**src/rtl/alu4_ctrl.sv**
```systemverilog
// alu4_ctrl: command/result sequencer wrapped around an external 4-bit
// combinational ALU.
//
// A command (op, a, b, cin, chain) is accepted on the input handshake and
// latched. The ALU is then driven for exactly one EXEC cycle from those
// registers. At the end of EXEC the result and flags are captured into a
// HOLD stage that is offered on the output handshake.
//
// Ports
//   i_clk, i_rst_n            clock, synchronous active-low reset
//   i_in_valid / o_in_ready   command handshake
//   i_in_op, i_in_a, i_in_b   function code and operands
//   i_in_cin                  carry-in, used by op 000 only
//   i_in_chain                1 = use the accumulator in place of i_in_a
//   o_alu_a/b/c/cin           registered drive to the ALU
//   i_alu_result/overflow/carry/size   ALU response
//   o_out_valid / i_out_ready result handshake
//   o_out_result, o_out_flags ({size, zero, overflow, carry}), o_out_op
//   o_op_cnt                  completed output handshakes, wrapping
module alu4_ctrl #(
    parameter int unsigned CNT_W = 8
) (
    input  logic             i_clk,
    input  logic             i_rst_n,
    input  logic             i_in_valid,
    output logic             o_in_ready,
    input  logic [2:0]       i_in_op,
    input  logic [3:0]       i_in_a,
    input  logic [3:0]       i_in_b,
    input  logic             i_in_cin,
    input  logic             i_in_chain,
    output logic [3:0]       o_alu_a,
    output logic [3:0]       o_alu_b,
    output logic [2:0]       o_alu_c,
    output logic             o_alu_cin,
    input  logic [3:0]       i_alu_result,
    input  logic             i_alu_overflow,
    input  logic             i_alu_carry,
    input  logic             i_alu_size,
    output logic             o_out_valid,
    input  logic             i_out_ready,
    output logic [3:0]       o_out_result,
    output logic [3:0]       o_out_flags,
    output logic [2:0]       o_out_op,
    output logic [CNT_W-1:0] o_op_cnt
);

    typedef enum logic [1:0] {
        StIdle = 2'd0,
        StExec = 2'd1,
        StHold = 2'd2
    } state_e;

    state_e r_state;
    state_e w_state_next;

    // Command registers
    logic [2:0]       r_cmd_op;
    logic [3:0]       r_cmd_a;
    logic [3:0]       r_cmd_b;
    logic             r_cmd_cin;

    // Accumulator, result stage and counter
    logic [3:0]       r_acc;
    logic [3:0]       r_out_result;
    logic [3:0]       r_out_flags;
    logic [2:0]       r_out_op;
    logic [CNT_W-1:0] r_op_cnt;

    logic             w_in_ready;
    logic             w_out_valid;
    logic             w_exec;
    logic             w_accept;
    logic             w_out_hs;
    logic             w_inv_b;
    logic             w_arith;
    logic             w_size_en;
    logic             w_zero;

    // ---------------- FSM: state register ----------------
    always_ff @(posedge i_clk) begin
        if (!i_rst_n) begin
            r_state <= StIdle;
        end else begin
            r_state <= w_state_next;
        end
    end

    // ---------------- FSM: next state ----------------
    always_comb begin
        w_state_next = r_state;
        case (r_state)
            StIdle: begin
                if (i_in_valid) begin
                    w_state_next = StExec;
                end
            end
            StExec: begin
                w_state_next = StHold;
            end
            StHold: begin
                // Result taken: go straight back to EXEC if a new command
                // is accepted on the same edge.
                if (i_out_ready) begin
                    w_state_next = i_in_valid ? StExec : StIdle;
                end
            end
            default: begin
                w_state_next = StIdle;
            end
        endcase
    end

    // ---------------- FSM: outputs ----------------
    always_comb begin
        w_in_ready  = 1'b0;
        w_out_valid = 1'b0;
        w_exec      = 1'b0;
        case (r_state)
            StIdle: w_in_ready = i_rst_n;
            StExec: w_exec = 1'b1;
            StHold: begin
                w_out_valid = 1'b1;
                w_in_ready  = i_rst_n & i_out_ready;
            end
            default: w_in_ready = 1'b0;
        endcase
    end

    assign w_accept = i_in_valid & w_in_ready;
    assign w_out_hs = w_out_valid & i_out_ready;

    // ---------------- op decode (from latched op only) ----------------
    // Subtract-style ops feed ~B with a forced carry-in of 1.
    assign w_inv_b   = (r_cmd_op == 3'b001) || (r_cmd_op == 3'b110) || (r_cmd_op == 3'b111);
    assign w_arith   = w_inv_b || (r_cmd_op == 3'b000);
    assign w_size_en = (r_cmd_op[2:1] == 2'b11);
    assign w_zero    = (i_alu_result == 4'd0);

    assign o_alu_a   = r_cmd_a;
    assign o_alu_b   = w_inv_b ? ~r_cmd_b : r_cmd_b;
    assign o_alu_c   = r_cmd_op;
    assign o_alu_cin = w_inv_b ? 1'b1 : ((r_cmd_op == 3'b000) ? r_cmd_cin : 1'b0);

    // ---------------- datapath ----------------
    always_ff @(posedge i_clk) begin
        if (!i_rst_n) begin
            r_cmd_op     <= 3'd0;
            r_cmd_a      <= 4'd0;
            r_cmd_b      <= 4'd0;
            r_cmd_cin    <= 1'b0;
            r_acc        <= 4'd0;
            r_out_result <= 4'd0;
            r_out_flags  <= 4'd0;
            r_out_op     <= 3'd0;
            r_op_cnt     <= '0;
        end else begin
            if (w_accept) begin
                r_cmd_op  <= i_in_op;
                // Chain is resolved here so the ALU never sees i_in_* directly.
                r_cmd_a   <= i_in_chain ? r_acc : i_in_a;
                r_cmd_b   <= i_in_b;
                r_cmd_cin <= i_in_cin;
            end
            if (w_exec) begin
                r_out_result <= i_alu_result;
                r_acc        <= i_alu_result;
                r_out_op     <= r_cmd_op;
                r_out_flags  <= {w_size_en & i_alu_size, w_zero,
                                 w_arith & i_alu_overflow, w_arith & i_alu_carry};
            end
            if (w_out_hs) begin
                r_op_cnt <= r_op_cnt + CNT_W'(1);
            end
        end
    end

    assign o_in_ready   = w_in_ready;
    assign o_out_valid  = w_out_valid;
    assign o_out_result = r_out_result;
    assign o_out_flags  = r_out_flags;
    assign o_out_op     = r_out_op;
    assign o_op_cnt     = r_op_cnt;

endmodule

```
**config.mk**
```make
export PLATFORM = sky130hd
export DESIGN_NAME = alu4_ctrl
export DESIGN_NICKNAME = d
export VERILOG_FILES = /design/src/rtl/alu4_ctrl.sv
export SDC_FILE = /design/constraint.sdc
export NUM_CORES = 1
export LEC_CHECK = 0
export CAP_MARGIN = 20
export CORE_MARGIN = 2
export CORE_UTILIZATION = 30
export CTS_CLUSTER_SIZE = 24
export DETAILED_ROUTE_END_ITERATION = 12
export PLACE_DENSITY = 0.61
export SYNTH_ARGS = -nofsm -noshare
export SYNTH_HDL_FRONTEND = slang
export SYNTH_SLANG_ARGS = --single-unit
```
**constraint.sdc**
```tcl
create_clock -name i_clk -period 1.45 [get_ports i_clk]
set_input_delay 0.29 -clock i_clk [delete_from_list [all_inputs] [get_ports i_clk]]
set_output_delay 0.29 -clock i_clk [all_outputs]
set_load 0.01 [all_outputs]
```
# [Word level (Yosys, flattened, before mapping)]
# Index checks and enable logic that the tools add are counted.
[totals] reg_bits=33 latch_bits=0 ramBits=0 rom_bits=0 input_bits=24 out_inout_bits=33 elab_cells=43 n_memories=0
[op_classes] add_sub_neg=1 mul=0 div_mod_pow=0 n_lt_le_gt_ge=0 n_eq_ne=8 shifts=0 mux=11 bitwise_logic=7 reduce_logical=7
[ops] op="adder 8 x 1 -> 8 bit, second input constant" n=1
[ops] op="two-way mux 4 bit" n=2
[ops] op="AND 1 bit" n=6
[ops] op="== test 3 bit, second input constant" n=2
[ops] op="case mux 2 bit (3 select lines)" n=1
[ops] op="two-way mux 1 bit" n=5
[ops] op="== test 2 bit, second input constant" n=2
[ops] op="zero test 4 bit" n=1
[ops] op="two-way mux 2 bit" n=2
[ops] op="!= test 2 bit, second input constant" n=2
[ops] op="inverter 4 bit" n=1
[ops] op="== test 3 x 1 -> 1 bit, second input constant" n=1
[ops] op="zero test 3 bit" n=1
[ops] op="logical OR 1 bit" n=3
[ops] op="== test 2 x 1 -> 1 bit, second input constant" n=1
[ops] op="zero test 2 bit" n=1
[ops] op="case mux 1 bit (2 select lines)" n=1
[ops] op="AND reduction 2 bit" n=1

# [Logic depth before layout (Yosys ltp)]
# Gate-level depths: netlist (run 1).
[depth] word_depth=5 ltp_mapped=4

# [Least setup slack after synthesis (run 1)]
# OpenSTA, ideal clock, no wires.
[synth_path] path_kind="reg2reg" from="reg r_op_cnt[0] (netlist: o_op_cnt[0])" to="reg r_op_cnt[4] (netlist: o_op_cnt[4])" setup_ps=70 arrival_ps=1226 required_ps=1380 path_slack_ps=154 stages_incl_launch_ff=5 path_buffers=0 path_cell_list="dfxtp_1 -> ha_1 -> nand4b_1 -> or3_1 -> a21oi_1"
[synth_via] elab_chain_len=1
[synth_lines] item="from (decl)" line="68" source="logic [CNT_W-1:0] r_op_cnt;"
[synth_lines] item="from (signal assigned)" line="173" source="r_op_cnt <= r_op_cnt + CNT_W'(1);"
[synth_lines] item="adder 8 x 1 -> 8 bit" line="173"
# Every way passes these cells.
# A chain may end at the register's enable or synchronous reset.

# [Worst setup path in the final report (run 1)]
[layout_path] from="reg r_cmd_op[2] (netlist: o_alu_c[2])" to="out o_alu_b[0]"
[layout_via] elab_chain_len=4 elab_cells_between_ends=6 classes_between="3 x eq/ne; 1 x mux; 2 x reduce/logical"
[layout_lines] item="from (decl)" line="58" source="logic [2:0] r_cmd_op;"
[layout_lines] item="from (signal assigned)" line="159" source="r_cmd_op <= i_in_op;"
[layout_lines] item="== test 3 x 1 -> 1 bit / == test 3 bit (equally long branches)" line="135" source="assign w_inv_b = (r_cmd_op == 3'b001) || (r_cmd_op == 3'b110) || (r_cmd_op == 3'b111);"
[layout_lines] item="logical OR 1 bit" line="135"
[layout_lines] item="logical OR 1 bit *" line="135"
[layout_lines] item="two-way mux 4 bit *" line="141" source="assign o_alu_b = w_inv_b ? ~r_cmd_b : r_cmd_b;"
[layout_lines] item="to (decl)" line="33" source="output logic [3:0] o_alu_b,"
# Every way passes the cells marked *; elsewhere a longest branch is shown, timed or not.

==> flow_metrics.env, run 1 <==
export IMPL_outcome="finished, violations left"
export IMPL_violations="negative setup slack"
export IMPL_clockBufferDepth=2
export IMPL_dieArea_mm2=0.005437
export IMPL_ys_top_cells_by_area="dfxtp_1 45%, a21oi_1 7.9%, nand2_1 5.9%, o31ai_1 5.1%, nand4_1 4.3%"
export IMPL_diodes=0
export IMPL_drc=0
export IMPL_worst_hold_path_type="flop to flop"
export IMPL_fmax_mhz=643.7
export IMPL_detail_route_antenna_nets=0
export IMPL_fin_crit_ns=1.554
export IMPL_core_mm2=0.004692
export IMPL_post_route_cells_drive_above_1_share=0.1975
export IMPL_synth_common_cells="33 x dfxtp_1, 23 x a21oi_1, 23 x nand2_1"
export IMPL_grt_max_degree=14
export IMPL_initial_core_util=0.3109
export IMPL_timing_final_crit_share=1.071
export IMPL_final_hold_violation_count=0
export IMPL_max_slew_margin=0.7218
export IMPL_placementRows=25
export IMPL_antenna_found_initial=0
export IMPL_totalWireLength_um=3780
export IMPL_arrival_ns=1.26
export IMPL_worst_ep_required_time_ns=1.16
export IMPL_gp_congestion=0.7826
export IMPL_ys_seq_area_frac=0.4528
export IMPL_placed_area_mm2=0.002186
export IMPL_ys_warn_count=0
export IMPL_io_buffers=56
export IMPL_synth_most_common_cell="dfxtp_1"
export IMPL_ys_ff_latch=33
export IMPL_place_hpwl_um=2794
export IMPL_grt_pass1_wl_um=5789
export IMPL_ys_async_sr_fraction=0
export IMPL_io_pin_count=57
export IMPL_ys_types=31
export IMPL_wl_met1_um=1685
export IMPL_p_leak_uw=0.001095
export IMPL_reg2reg_depth=4
export IMPL_wire_per_inst_um=12.73
export IMPL_post_route_util=0.4960
export IMPL_synth_top_area_frac=0.4528
export IMPL_dr_wl_met2_um=1791
export IMPL_critPathLaunch="o_alu_c[2]"
export IMPL_endpoint_kind="primary output"
export IMPL_first_pass_iters=4
export IMPL_power_density_mw_per_mm2=879.9
export IMPL_ir_worst_vdd_mv=0.4075
export IMPL_pre_cts_ws_ns=-0.5052
export IMPL_drt_iter0_markers=93
export IMPL_fp_dieW_um=73.74
export IMPL_cts_made_buffers=5
export IMPL_worstSetupPathType="flop to primary output"
export IMPL_synth_main_ff_cell="dfxtp_1"
export IMPL_fin_skew_ns=0.001679
export IMPL_cts_tree="done"
export IMPL_clkLatencyLatePin_ns=0.28
export IMPL_htree_levels=2
export IMPL_num_vias=1486
export IMPL_avgSynthCellArea_um2=8.633
export IMPL_setup_viol=5
export IMPL_synth_nets=194
export IMPL_grtUsageTotal=0.1384
export IMPL_syn2layout_area_growth_pct=59.52
export IMPL_netlist_instances=169
export IMPL_grt_overflow_total=0
export IMPL_rsz0062_at_grt="yes"
export IMPL_die_h_um=73.74
export IMPL_reg2reg_to="o_op_cnt[5]"
export IMPL_maxCapViolations=0
export IMPL_layout_setup_ws_ns=-0.1035
export IMPL_worst_pin_slew_ns=0.4173
export IMPL_clock_sinks=33
export IMPL_final_cell_area_mm2=0.002327
export IMPL_cts_root_buf="clkbuf_8"
export IMPL_clk_pin_slew_ns=0.07
export IMPL_synth_edff_count=0
export IMPL_r2r_slack_ns=0.10
export IMPL_r2r_start="r_state[0]"
export IMPL_grt_pass1_vias=1309
export IMPL_cp_max_fo=4
export IMPL_start_kind="flop"
export IMPL_endpoint="o_alu_b[0]"
export IMPL_dr_wl_met3_um=263
export IMPL_syn_area_mm2=0.001459
export IMPL_routed_top_layer="met4"
export IMPL_final_nets=267
export IMPL_postCtsHoldBufs=0
export IMPL_yosys_area_top_type="dfxtp_1"
export IMPL_viasPerCell=5.003
export IMPL_maxSlewViolCount=0
worst min-delay path by stage:
stage,endpoint,slack [ns],startpoint,depth (start not counted)
final,o_out_op[0],0.45,o_out_op[0],2
after global routing,o_out_op[0],0.47,o_out_op[0],2
after CTS,o_out_op[0],0.45,o_out_op[0],2
after detailed placement,o_out_flags[2],0.45,o_out_flags[2],2
after global placement,o_out_op[0],0.44,o_out_op[0],2
after floorplan,o_out_result[0],0.43,i_alu_result[0],2
cell families after synthesis:
family	count (synthesis)	share of synthesized area
compound gates	46	0.1912
simple gates	60	0.2178
xor+xnor	7	0.04202
flops	33	0.4528
fa+ha+maj	1	0.008575
buf+inv	16	0.04631
mux	6	0.04117
state kept, by name, indices dropped and copies added, names as in the netlist:
signal,flops
o_alu_a,4
o_alu_c,3
o_op_cnt,8
o_out_flags,4
o_out_op,3
o_out_result,4
r_cmd_b,4
r_cmd_cin,1
r_state,2
metrics by stage:
stage	hold WS (ns)	setup TNS (ns)	power [uW]	instances
6_report	0.4505	-0.4426	2048	297
5_1_grt	0.4686	-0.8144	2147	297
4_1_cts	0.4544	-0.4406	2069	295
3_5_place_dp	0.4482	-5.553	1332	286
3_3_place_gp	0.4413	-5.334	1332	286
2_1_floorplan	0.4260	0	1129	169
report_power, final:
part	internal [uW]	leakage [uW]	total [uW]	switching, uW
combinational	182	0.000771	336	154
sequential	939	0.000271	963	24.8
clock	429	0.0000542	748	319
total	1550	0.00110	2050	498
timing repair:
| action | in CTS | in global routing |
|---|---|---|
| endpoints found under the setup margin | 31 | 14 |
| pin swaps | 2 | 3 |
| setup buffers | 1 | 2 |
| resized for setup | 57 | 14 |
| hold endpoints to repair | 0 | 0 |
layout by cell type (no fill, tap or decap), drive strengths merged:
| cell type | count |
|---|---|
| a211oi | 4 |
| a21boi | 1 |
| a21oi | 23 |
| a31oi | 4 |
| and2b | 3 |
| buf | 27 |
| clkbuf | 7 |
| clkdlybuf4s50 | 21 |
| clkinv | 2 |
| dfxtp | 33 |
| dlygate4sd2 | 25 |
| dlymetal6s2s | 4 |
| ha | 1 |
| inv | 4 |
| mux2i | 6 |
| nand2 | 23 |
| nand2b | 2 |
| nand3 | 3 |
| nand3b | 1 |
| nand4 | 10 |
| nand4b | 2 |
| nor2 | 6 |
| nor2b | 1 |
| nor3 | 1 |
| nor4 | 2 |
| o21a | 1 |
| o21ai | 3 |
| o31ai | 10 |
| or2b | 2 |
| or3 | 2 |
| or4 | 2 |
| xnor2 | 6 |
| xor2 | 1 |
layer usage:
metal,vias up,GRT usage
li1,756,-
met1,685,0.1692
met2,41,0.2262
met3,4,0.04527
met4,0,0.05051
met5,-,0
area by class of cell:
| class | count | area, um2 |
|---|---|---|
| Clock buffer | 7 | 96.34 |
| Tap cell | 54 | 67.56 |
| Inverter | 5 | 18.77 |
| Clock inverter | 1 | 5.005 |
| Multi-Input combinational cell | 120 | 783.3 |
| Sequential cell | 33 | 669.4 |
| Timing Repair Buffer | 77 | 686.9 |
| Fill cell | 476 | 2365 |
critical path: stages (launching register included):
cell	delay (ns)
dfxtp_4	0.37
nand2_4	0.06
a21boi_4	0.16
buf_6	0.15
xnor2_2	0.11
buf_2	0.14
Note: power is estimated with default switching activity, not from simulation.
==> run 2, diff against run 1 <==
--- a/config.mk
+++ b/config.mk
@@ -6,6 +6,7 @@
 export NUM_CORES = 1
 export LEC_CHECK = 0
 export CAP_MARGIN = 20
+export CORE_ASPECT_RATIO = 0.7
 export CORE_MARGIN = 2
 export CORE_UTILIZATION = 30
 export CTS_CLUSTER_SIZE = 24
==> run 2 against run 1 <==
The flow still finishes with violations (negative setup slack). Critical path depth up 1. Global-route usage up 1.5 points. Via count grew 0.47%. Combinational power grew 7.7%. Critical endpoint is now o_alu_b[1]. Largest cell class unchanged.
==> flow_metrics.env, run 2 (synthesized netlist as in run 1, its figures left out) <==
export IMPL_outcome="finished, violations left"
export IMPL_violations="negative setup slack"
export IMPL_gp_congestion=0.7359
export IMPL_drt_iter0_markers=35
export IMPL_drc=0
export IMPL_fmax_mhz=610.8
export IMPL_whs_endpoint="o_out_flags[3]"
export IMPL_r2r_start="r_state[0]"
export IMPL_diodes=0
export IMPL_num_vias=1493
export IMPL_grt_overflow_total=0
export IMPL_worstSetupPathType="flop to primary output"
export IMPL_final_nets=272
export IMPL_clock_sinks=33
export IMPL_layout_common_cells="26 x dfxtp_1, 26 x dlygate4sd2_1, 23 x a21oi_1, 22 x clkdlybuf4s50_1, 21 x nand2_1"
export IMPL_die_h_um=62.35
export IMPL_max_slew_margin=0.7288
export IMPL_final_hold_violation_count=0
export IMPL_worst_hold_path_type="flop to flop"
export IMPL_maxSlewViolCount=0
export IMPL_cts_tree="done"
export IMPL_ir_worst_vdd_mv=0.4001
export IMPL_grt_pass1_wl_um=6492
export IMPL_clk_pin_slew_ns=0.07
export IMPL_worst_pin_slew_ns=0.4068
export IMPL_place_hpwl_um=2831
export IMPL_seqCellArea_um2=674.4
export IMPL_whs_path_depth=2
export IMPL_htree_levels=2
export IMPL_reg2reg_depth=4
export IMPL_post_route_cells_drive_above_1_share=0.2419
export IMPL_post_route_util=0.5069
export IMPL_clockBufferDepth=2
export IMPL_cts_made_buffers=5
export IMPL_io_buffers=56
export IMPL_syn2layout_area_growth_pct=64.32
export IMPL_antenna_found_initial=0
export IMPL_maxCapViolations=0
export IMPL_rsz0062_at_grt="yes"
export IMPL_fin_crit_ns=1.637
export IMPL_fin_setup_tns_ns=-0.5907
export IMPL_hold_start="o_out_flags[3]"
export IMPL_fp_dieW_um=87.35
export IMPL_grtUsageTotal=0.1538
export IMPL_placed_area_mm2=0.002212
export IMPL_r2r_slack_ns=0.07
export IMPL_cp_max_fo=3
export IMPL_power_uw=2234
export IMPL_largest_reg_flops=8
export IMPL_multiInputGateArea_um2=788.3
export IMPL_cts_root_buf="clkbuf_8"
export IMPL_final_cell_area_mm2=0.002397
export IMPL_detail_route_antenna_nets=0
export IMPL_clkLatencyLatePin_ns=0.28
export IMPL_nFillCells=497
export IMPL_totalWireLength_um=4022
export IMPL_p_leak_uw=0.001056
export IMPL_viasPerCell=4.895
export IMPL_first_pass_iters=6
export IMPL_grt_max_degree=14
export IMPL_start_kind="flop"
export IMPL_arrival_ns=1.35
export IMPL_power_density_mw_per_mm2=931.8
export IMPL_placementRows=21
export IMPL_dieArea_mm2=0.005446
export IMPL_core_mm2=0.004730
export IMPL_timing_final_crit_share=1.129
export IMPL_wire_per_inst_um=13.19
export IMPL_endpoint_kind="primary output"
export IMPL_grt_pass1_vias=1353
export IMPL_reg2reg_to="o_op_cnt[5]"
export IMPL_worst_ep_required_time_ns=1.16
export IMPL_setup_viol=4
export IMPL_fin_skew_ns=0.008633
export IMPL_initial_core_util=0.3085
export IMPL_layout_setup_ws_ns=-0.1872
export IMPL_pre_cts_ws_ns=-0.4061
export IMPL_io_pin_count=57
-- run 2: worst max-delay path by stage --
| stage | cells past startpoint | end | start | slack, ns |
|---|---|---|---|---|
| floorplan | 4 | o_op_cnt[4] | o_op_cnt[0] | 0.15 |
| global placement | 4 | o_in_ready | i_rst_n | -0.42 |
| detailed placement | 4 | o_in_ready | i_rst_n | -0.41 |
| CTS | 6 | o_alu_b[1] | o_alu_c[1] | -0.20 |
| global route | 6 | o_alu_b[1] | o_alu_c[2] | -0.26 |
| finish | 6 | o_alu_b[1] | o_alu_c[2] | -0.19 |
-- run 2: metal layers --
layer  vias to the layer above  wire length, um  GRT usage
li1                        765                -          -
met1                       684             2003     0.2213
met2                        42             1655     0.2036
met3                         2              338    0.06516
met4                         0               24    0.05192
met5                         -                0          0
-- run 2: repair_timing --
item                       CTS  global route
setup buffers                4             1
setup endpoints to repair   33            12
pin swaps                    2             6
gates cloned                 0             0
gates resized for setup     70            13
hold buffers                 0             0
-- run 2: critical path, cell delays in order, from the launching register on --
cell,delay [ns]
dfxtp_4,0.36
nand2_2,0.07
a21boi_4,0.19
buf_6,0.13
buf_6,0.09
xnor2_2,0.09
buf_2,0.14
-- run 2: area by class of cell --
cell class / count / share of cell area
clock buffer: 7 / 0.03601
clock inverter: 1 / 0.01253
inverter: 5 / 0.007829
multi-input combinational: 120 / 0.3288
sequential: 33 / 0.2813
tap: 57 / 0.02975
timing repair buffer: 82 / 0.3038
-- run 2: through the flow --
stage          hold slack, ns  instances
2_1_floorplan          0.4260        169
3_3_place_gp           0.4392        292
3_5_place_dp           0.4452        292
4_1_cts                0.4516        304
5_1_grt                0.4783        305
6_report               0.4488        305
-- run 2: where the power goes --
part / internal (uW) / switching (uW)
Sequential: 937 / 22.7
Combinational: 199 / 163
Clock: 561 / 352
==> variant (flow settings as in run 1) <==
Set the parameter `CNT_W` to 6 (it was 8).
--- a/src/rtl/alu4_ctrl.sv
+++ b/src/rtl/alu4_ctrl.sv
@@ -19,5 +19,5 @@
 //   o_op_cnt                  completed output handshakes, wrapping
 module alu4_ctrl #(
-    parameter int unsigned CNT_W = 8
+    parameter int unsigned CNT_W = 6
 ) (
     input  logic             i_clk,
Interface: changed (resized o_op_cnt); port bits go from 57 to 55. No check against the original RTL was run, so the function may have changed too.
==> variant against run 1 <==
The flow still finishes with violations (negative setup slack). Synthesized area decreased by 5.8%. Global-route usage about the same. Routed wire length decreased by 11%. Clock power decreased by 8.8%. Combinational power increased by 3%. Sequential cell count decreased by 2. Synthesized cell count decreased by 10%. Total power decreased by 4.8%. Hold slack improved by 3.4 ps. Setup slack improved by 15 ps. Cell area decreased by 9.7%. Critical endpoint is now o_alu_b[2]. Largest cell class unchanged.
==> variant: results (changes against run 1) <==
Power
  • Clk network pwr share: 35.0% (-1.5 points)
  • Pleak: 0.001016 uW (-7.3%)
  • Flop pwr share: 47.2% (+0.2 points)
  • Switching part of the total: 25.33% (+1.0 points)
  • Worst IR Drop VDD: 0.5202 mV (+28%)
  • Power, Total: 1949 uW (-4.8%)

Cells and area
  • Reg area: 624.3 sq um (-6.7%)
  • Multi-input logic area: 714.4 sq um (-8.8%)
  • Buffers excl. clock: 68 (-12%)
  • Non-clock buffers, area share: 29.01% (-0.51 points)
  • Final nets: 241 (-9.7%)
  • Max FFs per register: 6 (-2)
  • Share of layout cells above drive strength 1: 17.13% (-2.6 points)
  • Invs w/o clock: 0 (-5)
  • Fraction of area in registers: 29.72% (+0.96 points)
  • Multi-input combinational cell count: 110 (-8.3%)
  • Fill cells: 446 (-6.3%)
  • Clkbuf count: 6 (-1)
  • Clock-cell share: 4.169% (-0.19 points)

Route
  • Iteration-0 DRC Markers: 35 (-62%)
  • Routed Wire Length: 3.380 mm (-11%)
  • Vias: 1271 (-14%)
  • Vias per Instance: 4.743 (-5.2%)

Worst hold path
  • Hold Path Sink: r_cmd_cin

Global routing
  • Number of global-route vias before repair: 1200 (-8.3%)
  • Total GRT Usage: 13.83% (about the same)
  • Largest net degree at the start of global routing: 32 (+18)
  • First-pass GRT wire length: 5.589 mm (-3.5%)

Place
  • DP Worst Slack: -434.6 ps (+70.61 ps)
  • HPWL after detailed placement: 2.287 mm (-18%)
  • Placed insts: 261 (-8.7%)
  • Dpl cell area: 0.002018 sq mm (-7.7%)
  • GP Congestion: 0.6966 (-11%)
  • IO buf count: 54 (-3.6%)

Outcome
  • Status: complete, but fails checks
  • Failing checks: negative setup slack

Worst setup path
  • Slowest CP cell: dfxtp_2
  • RR Endpoint: o_op_cnt[5]
  • CP endpoint: o_alu_b[2]
  • Crit-path max cell delay: between 300 and 400 ps
  • Critical Path Source: o_alu_c[1]

Clock network
  • Post-CTS sizing: 51 (-11%)
  • Clock Latency Late Sink: 280 ps (about the same)
  • Clock sink count: 31 (-6.1%)

Synthesis
  • Post-synthesis sequential area ratio: 45.17% (-0.11 points)
  • Synth cell count leaders: 35 x nand2_1, 31 x dfxtp_1, 12 x a21boi_0
  • Mean area per synthesized cell: 9.038 sq um (+4.7%)
  • Mapped Nets: 177 (-8.8%)
  • Main area contributors after synthesis: dfxtp_1 45%, nand2_1 9.6%, mux2i_1 6.6%
  • Distinct cell type count after synthesis: 29 (-6.5%)

STA
  • Final setup fails: 5 (unchanged)
  • Setup WS post-layout: -88.92 ps (+14.61 ps)
  • Worst Skew: 4.925 ps (+3.246 ps)
  • Final hold slack: 453.9 ps (+3.428 ps)
  • Measured slew at the worst slew-check pin: 364.2 ps (-53.02 ps)
  • Setup TNS: -348.2 ps (+94.37 ps)

Floorplan
  • Core Footprint: 0.004384 sq mm (-6.6%)
variant: changes by cell type in the layout (fill, tap and decap cells not counted), sizes merged, moves of 5 or more:
cell	run 1	this run
a21boi	1	14
a21oi	23	0
buf	27	19
dlygate4sd2	25	19
nand2	23	35
nor2	6	1
o21ai	3	11
o31ai	10	2
variant: worst reg2reg max path, stage by stage, from the launching register on:
cell	delay [ps]
dfxtp_1	350
buf_4	150
nand3b_4	160
or4_1	500
a21boi_1	140
variant: logic make-up (layout without fill, tap and decap cells):
kind of cell	after synthesis	count (layout)	share of synthesized area [%]
adders and majority gates	1	1	0.9106
buffers and inverters	11	75	4.827
AOI/OAI and AO/OA	28	28	13.57
DFF	31	31	45.17
and+or+nand+nor	65	65	24.50
xor gates and xnor gates	7	7	4.463
muxes	9	9	6.558
variant: routing by layer:
layer  vias to the layer above  global-route usage [%]  routed length, um
li1                        648                       -                  -
met1                       582                   17.70               1626
met2                        36                   21.71               1509
met3                         5                   3.938                205
met4                         0                   6.080                 38
met5                         -                       0                  0
